**src/rtl/serial_tx.sv**
```systemverilog
// ---------------------------------------------------------------------------
// serial_tx
//
// Parallel-to-serial frame transmitter. A WIDTH-bit word is accepted through
// a valid/ready handshake and sent on an idle-high line as one start bit (0),
// WIDTH data bits LSB-first and one stop bit (1). Each line bit is held for
// CLKS_PER_BIT clocks.
//
// Parameters:
//   WIDTH         data bits per frame (>= 1)
//   CLKS_PER_BIT  clock cycles each line bit is held (>= 1)
//
// Ports:
//   clk      in   rising-edge clock
//   rst      in   synchronous, active-high reset
//   data_in  in   word to send, sampled only on the accept edge
//   valid    in   upstream offers data_in
//   ready    out  block can accept a word (idle and not in reset)
//   tx       out  serial line, registered, idle high
//   busy     out  a frame is in progress
//   done     out  registered one-cycle pulse when a stop bit completes
// ---------------------------------------------------------------------------
module serial_tx #(
    parameter int WIDTH        = 8,
    parameter int CLKS_PER_BIT = 4
) (
    input  logic             clk,
    input  logic             rst,
    input  logic [WIDTH-1:0] data_in,
    input  logic             valid,
    output logic             ready,
    output logic             tx,
    output logic             busy,
    output logic             done
);

    // Counter widths never drop below one bit so CLKS_PER_BIT=1 and WIDTH=1
    // still get a real (constant-zero) counter instead of a zero-width vector.
    localparam int CNT_W = (CLKS_PER_BIT > 1) ? $clog2(CLKS_PER_BIT) : 1;
    localparam int IDX_W = (WIDTH > 1) ? $clog2(WIDTH) : 1;

    localparam logic [CNT_W-1:0] CNT_LAST = CNT_W'(CLKS_PER_BIT - 1);
    localparam logic [CNT_W-1:0] CNT_ZERO = CNT_W'(0);
    localparam logic [CNT_W-1:0] CNT_ONE  = CNT_W'(1);
    localparam logic [IDX_W-1:0] IDX_LAST = IDX_W'(WIDTH - 1);
    localparam logic [IDX_W-1:0] IDX_ZERO = IDX_W'(0);
    localparam logic [IDX_W-1:0] IDX_ONE  = IDX_W'(1);
    localparam logic [WIDTH-1:0] SHIFT_ZERO = WIDTH'(0);

    typedef enum logic [1:0] {
        ST_IDLE  = 2'd0,
        ST_START = 2'd1,
        ST_DATA  = 2'd2,
        ST_STOP  = 2'd3
    } state_t;

    // Registered state
    state_t            state_r;
    logic [CNT_W-1:0]  cnt_r;
    logic [IDX_W-1:0]  idx_r;
    logic [WIDTH-1:0]  shift_r;
    logic              tx_r;
    logic              done_r;

    // Next-state values
    state_t            state_s;
    logic [CNT_W-1:0]  cnt_s;
    logic [IDX_W-1:0]  idx_s;
    logic [WIDTH-1:0]  shift_s;
    logic              tx_s;
    logic              done_s;

    // Helpers
    logic              bit_end_s;
    logic              accept_s;
    logic [WIDTH-1:0]  shift_dn_s;

    // Handshake and status outputs; ready is masked by rst so nothing can be
    // accepted on an edge where reset is also asserted.
    assign ready = (state_r == ST_IDLE) && !rst;
    assign busy  = (state_r != ST_IDLE);
    assign tx    = tx_r;
    assign done  = done_r;

    assign accept_s   = valid && ready;
    assign bit_end_s  = (cnt_r == CNT_LAST);
    assign shift_dn_s = shift_r >> 1;

    // Next-state, datapath and line-level decode for the frame sequencer.
    // tx_s is the value the line takes after the coming edge, so the first
    // bit of every line period is produced on the edge that starts it.
    always_comb begin
        state_s = state_r;
        cnt_s   = cnt_r;
        idx_s   = idx_r;
        shift_s = shift_r;
        tx_s    = tx_r;
        done_s  = 1'b0;

        case (state_r)
            ST_IDLE: begin
                tx_s  = 1'b1;
                cnt_s = CNT_ZERO;
                idx_s = IDX_ZERO;
                if (accept_s) begin
                    // Line falls on the accept edge itself: zero latency.
                    shift_s = data_in;
                    tx_s    = 1'b0;
                    state_s = ST_START;
                end else begin
                    shift_s = shift_r;
                end
            end

            ST_START: begin
                tx_s = 1'b0;
                if (bit_end_s) begin
                    cnt_s   = CNT_ZERO;
                    idx_s   = IDX_ZERO;
                    tx_s    = shift_r[0];
                    state_s = ST_DATA;
                end else begin
                    cnt_s = cnt_r + CNT_ONE;
                end
            end

            ST_DATA: begin
                tx_s = shift_r[0];
                if (bit_end_s) begin
                    cnt_s   = CNT_ZERO;
                    shift_s = shift_dn_s;
                    if (idx_r == IDX_LAST) begin
                        idx_s   = IDX_ZERO;
                        tx_s    = 1'b1;
                        state_s = ST_STOP;
                    end else begin
                        // Next data bit is the new LSB after the shift.
                        idx_s = idx_r + IDX_ONE;
                        tx_s  = shift_dn_s[0];
                    end
                end else begin
                    cnt_s = cnt_r + CNT_ONE;
                end
            end

            ST_STOP: begin
                tx_s = 1'b1;
                if (bit_end_s) begin
                    cnt_s   = CNT_ZERO;
                    done_s  = 1'b1;
                    state_s = ST_IDLE;
                end else begin
                    cnt_s = cnt_r + CNT_ONE;
                end
            end

            default: begin
                // Unreachable encodings recover to a quiet idle line.
                state_s = ST_IDLE;
                cnt_s   = CNT_ZERO;
                idx_s   = IDX_ZERO;
                shift_s = SHIFT_ZERO;
                tx_s    = 1'b1;
                done_s  = 1'b0;
            end
        endcase
    end

    // State and datapath registers with synchronous reset; reset aborts any
    // frame in flight without producing a done pulse.
    always_ff @(posedge clk) begin
        if (rst) begin
            state_r <= ST_IDLE;
            cnt_r   <= CNT_ZERO;
            idx_r   <= IDX_ZERO;
            shift_r <= SHIFT_ZERO;
            tx_r    <= 1'b1;
            done_r  <= 1'b0;
        end else begin
            state_r <= state_s;
            cnt_r   <= cnt_s;
            idx_r   <= idx_s;
            shift_r <= shift_s;
            tx_r    <= tx_s;
            done_r  <= done_s;
        end
    end

endmodule

```
**config.mk**
```make
export PLATFORM = sky130hd
export DESIGN_NAME = serial_tx
export DESIGN_NICKNAME = d
export VERILOG_FILES = /design/src/rtl/serial_tx.sv
export SDC_FILE = /design/constraint.sdc
export NUM_CORES = 1
export LEC_CHECK = 0
export ABC_AREA = 1
export CORE_AREA = 3 3 48 50
export CTS_CLUSTER_SIZE = 30
export DETAILED_ROUTE_END_ITERATION = 8
export DIE_AREA = 0 0 51 53
export PLACE_DENSITY = 0.69
export SYNTH_ARGS = -nofsm -noshare
export SYNTH_HDL_FRONTEND = slang
export SYNTH_SLANG_ARGS = --single-unit
```
**constraint.sdc**
```tcl
create_clock -name clk -period 1.65 [get_ports clk]
set_input_delay 0.2475 -clock clk [delete_from_list [all_inputs] [get_ports clk]]
set_output_delay 0.2475 -clock clk [all_outputs]
set_load 0.01 [all_outputs]
```
==> results.yml <==
logic_synthesis:
  synth_top_area_share_pct: 35.32
  netlist_top_cells_area: "dfxtp_1, nand2_1, nor2_1"
  syn_area_per_cell_um2: 6.737
  netlist_area_um2: 963.4
  synth_seq_area_share_pct: 35.32
  netlist-cell-type-count: 20
  syn_inst: 143
  ys_seq_elements: 17
  ys.warnings.count: 0
  yosys.area.top_type: "dfxtp_1"
  synth_nets: 162
sta:
  setup_ws_ns: 0.1436
  rsz0062_at_grt: "no"
  fmax_mhz: 663.8
  fin_skew_ns: 0.003764
  period_needed_ns: 1.506
  fin_tns_setup_ns: 0
  finalSetupViolCount: 0
  worstMarginPinSlew_ns: 0.3141
  period_share_pct: 91.30
  relSlewSlack_pct: 79.03
  finalMaxSlewViolations: 0
  hold_violations: 0
global_route:
  antenna_found_initial: 0
  grt.total_usage_pct: 17.20
  grt_pass1_wl_um: 3470
  gr-total-overflow: 0
  grt_pass1_vias: 858
  grt_max_degree: 18
floorplan:
  io_pins: 15
  fp-row-count: 16
  die_w_um: 51
  initial_utilization_pct: 49.61
  fp.dieArea_mm2: 0.002703
  chipHeight_um: 53
  coreArea_mm2: 0.001942
cts:
  insertion_delay_ns: 0.28
  cts_made_buffers: 3
  cts_tree: "yes"
  clockRootBuffer: "clkbuf_4"
  clk_pin_slew_ns: 0.10
  cts_buffer_depth: 2
  postCtsSetupBuffers: 0
  h-tree-depth: 1
  clkSinkCount: 17
route:
  vias: 914
  route.detailed.drc: 0
  first_pass_iters: 4
  detail-route-antenna-nets: 0
  drt_iter0_markers: 14
  via_per_inst: 4.888
  wirelength_um: 2020
  wl_per_cell_um: 10.80
critical_path:
  arrival_ns: 1.26
  crit_family: "flip-flops"
  path_buf_inv: 3
  critPathMaxStageDelay_ns: 0.35
  critical_path_class: "reg2out"
  slowest_stage: "dfxtp_2"
  cp.required_ns: 1.40
  cp_cell_sequence: "inv_2 > ha_2 > inv_1 > nor2_1 > buf_2"
  crit_fanout: 4
  critPathCaptureType: "primary output"
  critPathLaunchType: "flop"
cells_and_area:
  antenna_cells: 0
  final_area_mm2: 0.001184
  area_growth_pct: 22.86
  drive_gt1_share_pct: 13.13
  fillers: 196
  final_nets: 180
flow_run:
  drv_cap: 0
place:
  numPortBuffers: 14
  place_ws_ns: 0.02016
  hpwl_um: 1503
  place_area_mm2: 0.001146
  gp_congestion: 0.7826
pwr:
  p_leak_nw: 0.5724
  irDropWorstVdd_v: 0.001041
  p_per_area_mw_per_mm2: 1719
hold_path:
  hold_path.class: "reg2reg"
run_status:
  status: "finished, final reports clean"
-- cells in the final DEF (no fill, tap or decap), types with 2 or more instances in the layout --
cell	n
dfxtp_2	2
ha_1	6
inv_2	3
inv_1	11
dfxtp_1	15
nor2_1	33
clkdlybuf4s50_1	12
clkbuf_4	3
nand2_1	39
nand3_1	5
buf_4	2
a21oi_1	2
o21ai_0	12
-- cell usage after synthesis --
cell type	n
nor2_2	1
nand3_1	5
o21ai_0	12
nor2_4	1
nand2_1	39
buf_2	3
clkinv_4	1
o21ai_4	1
o21ai_1	1
a21oi_1	2
nand2_2	1
buf_6	1
dfxtp_1	17
inv_1	13
nand2_4	1
inv_6	1
ha_1	8
nor2_1	33
inv_2	1
nor3_1	1
-- repair_timing --
item / CTS / global route
endpoints found under the setup margin: 2 / 9
hold buffers: 0 / 0
pin swaps: 0 / 1
gates resized for setup: 6 / 6
-- worst paths after layout --
| kind | startpoint | end | slack [ns] | depth (start not counted) |
|---|---|---|---|---|
| max | state_r[0]$_SDFFE_PP0P_ | ready | 0.14 | 5 |
| max reg2reg | state_r[0]$_SDFFE_PP0P_ | state_r[0]$_SDFFE_PP0P_ | 0.20 | 9 |
| min reg2reg | cnt_r[0]$_SDFF_PP0_ | cnt_r[0]$_SDFF_PP0_ | 0.43 | 1 |
| min | cnt_r[0]$_SDFF_PP0_ | cnt_r[0]$_SDFF_PP0_ | 0.43 | 1 |
-- cells by family (layout without fill, tap and decap cells) --
group,count (synthesis),count (layout),share of synthesized area (%)
compound gates,16,16,9.481
fa+ha+maj,8,8,10.39
flops,17,17,35.33
buf+inv,20,37,10.00
simple gates,82,82,34.81
-- layer usage --
layer | global-route usage [%] | wire length (um)
met1 | 19.21 | 899
met2 | 31.12 | 1049
met3 | 3.662 | 62
met4 | 7.623 | 9
met5 | 0 | 0
-- flip-flops by register name (all words and copies together), names as in the netlist --
signal   flops
cnt_r        2
state_r      2
tx           1
shift_r      8
idx_r        3
done         1
-- through the flow --
step	power [mW]	hold slack, ns	instances	utilization (%)
2_1_floorplan	1.475	0.3974	143	-
3_3_place_gp	1.752	0.4065	183	59.02
3_5_place_dp	1.809	0.4199	183	59.02
4_1_cts	2.027	0.4356	187	60.57
5_1_grt	2.269	0.4563	187	60.95
6_report	2.034	0.4310	187	60.95
-- where the power goes --
part	switching [mW]	internal [mW]	total, mW
sequential	0.0827	0.554	0.637
combinational	0.720	0.460	1.18
clock	0.123	0.0937	0.217
-- area by class of cell --
cell class	instances	area (um2)	area share (%)
multi-input cells	106	541.8	45.77
flip-flops and latches	17	342.8	28.96
repair buffers	17	168.9	14.27
inverters	16	70.07	5.920
well taps	27	33.78	2.854
clock buffers	4	26.28	2.220
(Power assumes the default switching activity.)
